`config.mk`:
```
export PLATFORM = sky130hd
export DESIGN_NAME = serial_addsub_ctrl
export DESIGN_NICKNAME = d
export VERILOG_FILES = /design/src/rtl/serial_addsub_ctrl.sv
export SDC_FILE = /design/constraint.sdc
export NUM_CORES = 1
export LEC_CHECK = 0
export ABC_AREA = 1
export CAP_MARGIN = 0
export CORE_MARGIN = 2
export CORE_UTILIZATION = 35
export CTS_BUF_LIST = sky130_fd_sc_hd__clkbuf_2 sky130_fd_sc_hd__clkbuf_4 sky130_fd_sc_hd__clkbuf_8
export CTS_CLUSTER_DIAMETER = 120
export DETAILED_ROUTE_END_ITERATION = 10
export GPL_TIMING_DRIVEN = 0
export MAX_ROUTING_LAYER = met4
export PLACE_DENSITY = 0.64
export SETUP_SLACK_MARGIN = 0.2
export SYNTH_ARGS = -nofsm -noshare
export SYNTH_HDL_FRONTEND = slang
export SYNTH_SLANG_ARGS = --single-unit
```
`constraint.sdc`:
```
create_clock -name clk -period 1.6 [get_ports clk]
set_input_delay 0.16 -clock clk [delete_from_list [all_inputs] [get_ports clk]]
set_output_delay 0.16 -clock clk [all_outputs]
set_load 0.01 [all_outputs]
```
`src/rtl/serial_addsub_ctrl.sv`:
```
`default_nettype none
// ==== serial_addsub_ctrl : bit-serial WIDTH-bit add/sub sequencer driving a fas cell (rev 1.0) ====
// ==== Optional OVERFLOW_EN macro adds the signed-overflow output ovf                            ====
module serial_addsub_ctrl #(
   parameter int WIDTH = 8
) (
   input  logic             clk,
   input  logic             rst_n,
   input  logic             start,
   input  logic [WIDTH-1:0] op_a,
   input  logic [WIDTH-1:0] op_b,
   input  logic             add_nsub,
   output logic             busy,
   output logic             done,
   output logic [WIDTH-1:0] result,
   output logic             carry_out,
   output logic             fa_a,
   output logic             fa_b,
   output logic             fa_cin,
   output logic             fa_ans,
   input  logic             fa_s,
   input  logic             fa_cout
`ifdef OVERFLOW_EN
   ,output logic            ovf
`endif
);

   localparam int CNT_W = (WIDTH > 1) ? $clog2(WIDTH) : 1;

   typedef enum logic [1:0] {
      IDLE = 2'd0,
      RUN  = 2'd1,
      DONE = 2'd2
   } state_t;

   state_t           state;
   state_t           state_nxt;
   logic [WIDTH-1:0] a_sh;
   logic [WIDTH-1:0] b_sh;
   logic             op_l;
   logic             carry;
   logic [CNT_W-1:0] cnt;
   logic             last;

   assign last   = (cnt == CNT_W'(WIDTH - 1));
   assign fa_cin = carry;
   assign fa_ans = op_l;

   always_ff @(posedge clk or negedge rst_n) begin
      if (!rst_n) state <= IDLE;
      else        state <= state_nxt;
   end

   always_comb begin
      state_nxt = state;
      busy      = 1'b0;
      done      = 1'b0;
      fa_a      = 1'b0;
      fa_b      = 1'b0;
      case (state)
         IDLE: begin
            if (start) state_nxt = RUN;
         end
         RUN: begin
            busy = 1'b1;
            fa_a = a_sh[0];
            fa_b = b_sh[0];
            if (last) state_nxt = DONE;
         end
         DONE: begin
            busy      = 1'b1;
            done      = 1'b1;
            state_nxt = IDLE;
         end
         default: state_nxt = IDLE;
      endcase
   end

`ifdef OVERFLOW_EN
   logic cin_msb;

   // Signed overflow is carry-into-MSB xor carry-out; the same holds for the borrow chain.
   assign ovf = cin_msb ^ carry_out;
`endif

   always_ff @(posedge clk or negedge rst_n) begin
      if (!rst_n) begin
         a_sh      <= '0;
         b_sh      <= '0;
         op_l      <= 1'b0;
         carry     <= 1'b0;
         cnt       <= '0;
         result    <= '0;
         carry_out <= 1'b0;
`ifdef OVERFLOW_EN
         cin_msb   <= 1'b0;
`endif
      end else begin
         case (state)
            IDLE: begin
               if (start) begin
                  a_sh  <= op_a;
                  b_sh  <= op_b;
                  op_l  <= add_nsub;
                  carry <= 1'b0;
                  cnt   <= '0;
               end
            end
            RUN: begin
               result <= {fa_s, result[WIDTH-1:1]};
               a_sh   <= a_sh >> 1;
               b_sh   <= b_sh >> 1;
               carry  <= fa_cout;
               cnt    <= cnt + 1'b1;
               if (last) begin
                  carry_out <= fa_cout;
`ifdef OVERFLOW_EN
                  cin_msb   <= carry;
`endif
               end
            end
            default: ;
         endcase
      end
   end

endmodule
`default_nettype wire

```
==> results.py <==
metrics = {
    "routing": {
        "drt_iter0_drc": 80,
        "first_pass_iters": 4,
        "ant_nets": 0,
        "vias": 1379,
        "wire_per_inst_um": 12.5,
        "viasPerCell": 4.57,
        "drt_wl_total_um": 3770,
        "drc": 0,
    },
    "timing": {
        "tightest_slew_ns": 0.737,
        "fmax_ghz": 0.671,
        "finalMaxSlewViolations": 0,
        "hold_viol_final": 0,
        "skew_ns": 0.00495,
        "rsz0062_at_grt": "true",
        "layout_min_cycle_time_ns": 1.49,
        "finalWorstSetupSlack_ns": 0.110,
        "fin_crit_sh_pct": 93.1,
        "setup_viol": 0,
        "slew_headroom_pct": 50.9,
    },
    "yosys": {
        "synth_cell_type_count": 12,
        "synth.area.top_cells": "dfrtp_1 52%, nand2_1 28%, nand3_1 8.8%",
        "synth_top_area_share_pct": 52.2,
        "syn_inst": 202,
        "syn_nets": 229,
        "yosysWarnings": 0,
        "synth_top_area_cell": "dfrtp_1",
        "ys_seq_area_share_pct": 52.2,
        "netlist_area_um2": 1530,
        "ys_ff_latch": 32,
        "syn_area_per_cell_um2": 7.59,
    },
    "clocking": {
        "cts_buffers": 5,
        "htreeDepth": 2,
        "clock_latency_ns": 0.29,
        "root_buffer": "clkbuf_8",
        "cts_tree": "yes",
        "cts.sinks": 32,
        "clk_pin_slew_ns": 0.06,
        "clk_path_buf_depth": 2,
    },
    "power": {
        "powerDensity_nw_per_um2": 1780,
        "peakVddDrop_mv": 0.904,
        "leakage_nw": 1.21,
    },
    "finish": {
        "layout_commonest_cell": "nand2_1",
        "final_cell_mix": "110 x nand2_1, 32 x dfrtp_1, 28 x clkdlybuf4s50_1",
        "nNetsFinal": 277,
        "num-fill-cells": 437,
        "syn2layout_area_growth_pct": 41.6,
        "antenna_cells": 0,
        "fin_util_pct": 50.6,
        "drive_above_1_share_pct": 14.4,
    },
    "floorplanning": {
        "coreArea_um2": 4290,
        "start_util_pct": 35.7,
        "io_pins": 37,
        "fp.dieH_um": 70.2,
        "rows": 24,
        "dieArea_um2": 4930,
        "fp.dieW_um": 70.2,
    },
    "grt": {
        "grt_use_total_pct": 16.7,
        "grt_first_pass_wirelength_um": 6200,
        "antenna_found_initial": 0,
        "grt_max_degree": 33,
        "grt_pass1_vias": 1360,
        "overflow": 0,
    },
    "min_path": {
        "whs_endpoint": "fa_ans$_DFFE_PN0P_",
        "hold_start": "add_nsub",
        "hp-class": "primary input to flop",
        "holdPathStages": 3,
    },
    "setup_path": {
        "r2r_setup_slack_ns": 0.23,
        "critPathLaunchType": "flop",
        "required_ns": 1.44,
        "end_kind": "output pin",
        "crit_chain": "buf_6, ha_4, clkbuf_16, nand2_4, inv_2, buf_6",
        "r2r_cells": 8,
        "path_delay_family": "buffers and inverters",
        "arrival_ns": 1.33,
        "worst-path-buf-inv": 4,
        "critical_path_class": "flop to output pin",
        "rr_endpoint": "a_sh[6]$_DFFE_PN0P_",
        "critPathMaxStageDelay_ns": 0.40,
        "crit_top_cell": "buf_6",
        "r2r_start": "state[1]$_DFFE_PN0P_",
        "critPathMaxFanout": 5,
        "crit_start": "state[0]$_DFFE_PN0P_",
        "crit_path_top_delay_cell": "dfrtp_1",
    },
    "placement": {
        "hpwlAfterDp_um": 2460,
        "pre_cts_ws_ns": -0.413,
        "gp_congestion": 0.775,
        "numPortBuffers": 36,
    },
    "outcome": {
        "status": "complete, no violations",
    },
    "job": {
        "cap_violations": 0,
    },
}
area by class of cell:
| class | count | area [um^2] | area share (%) |
|---|---|---|---|
| Timing Repair Buffer | 41 | 405 | 18.7 |
| Clock buffer | 7 | 96.3 | 4.44 |
| Multi-Input combinational cell | 150 | 684 | 31.5 |
| Tap cell | 52 | 65.1 | 3.00 |
| Sequential cell | 32 | 801 | 36.9 |
| Inverter | 10 | 37.5 | 1.73 |
| Buffer | 10 | 82.6 | 3.80 |
how the worst max path moves through the flow:
stage | end | slack, ns | depth (start not counted)
2_1_floorplan | fa_a | 0.35 | 5
3_3_place_gp | fa_a | -0.43 | 6
3_5_place_dp | fa_a | -0.41 | 6
4_1_cts | fa_b | 0.10 | 6
5_1_grt | fa_a | 0.07 | 6
6_report | fa_a | 0.11 | 6
cell families (layout without fill, tap and decap cells):
kind of cell / after synthesis / in the layout / share of synthesized area [%]
AO/OA/AOI/OAI: 3 / 3 / 0.979
adder cells (fa/ha/maj): 5 / 5 / 4.08
buffers and inverters: 20 / 68 / 5.79
flip-flops: 32 / 32 / 52.2
AND/OR/NAND/NOR: 142 / 142 / 36.9
per-layer routing:
layer | vias to the layer above | routed length [um] | GRT usage, %
met5 | - | 0 | -
met4 | 0 | 60 | 7.05
met3 | 6 | 136 | 5.34
met2 | 25 | 1770 | 25.2
met1 | 630 | 1800 | 20.8
li1 | 718 | - | -
cells in the mapped netlist:
cell	n
nand3_1	27
inv_1	9
buf_2	8
nor2_1	1
clkbuf_1	1
o21ai_1	2
o21ai_0	1
ha_1	5
inv_2	1
nand2_1	114
dfrtp_1	32
buf_4	1
per-stage QoR:
stage	cells	setup TNS (ns)	cell area, um^2	hold slack, ns	total power [mW]
final	302	0	2170	0.410	3.87
after global routing	302	0	2170	0.423	4.20
after CTS	302	0	2140	0.407	3.85
after detailed placement	290	-0.768	1950	0.273	2.99
after global placement	290	-10.89	1960	0.463	2.96
after floorplan	202	0	1530	-0.136	2.35
sequential cells by signal, summed over array words and instances (netlist names):
| name | flops |
|---|---|
| a_sh | 8 |
| b_sh | 8 |
| carry_out | 1 |
| cnt | 3 |
| fa_ans | 1 |
| fa_cin | 1 |
| result | 8 |
| state | 2 |
what timing repair did:
| item | 4_1_cts | 5_1_grt |
|---|---|---|
| hold buffers | 1 | 0 |
| gates resized for setup | 28 | 15 |
| pin swaps | 1 | 0 |
| buffers inserted | 4 | 0 |
| setup endpoints to repair | 15 | 29 |
| endpoints found under the hold margin | 32 | 0 |
power by group:
group	total [mW]	leakage, nW	internal (mW)	switching, mW
Clock	0.678	0.0503	0.383	0.295
Combinational	1.83	0.758	0.831	1.00
Sequential	1.36	0.405	1.16	0.205
worst min-delay path: cells and delay by family:
family | cells | cell delay (ns)
buffers and inverters | 1 | 0.40
and+or+nand+nor | 2 | 0.10
(Power assumes the default switching activity.)
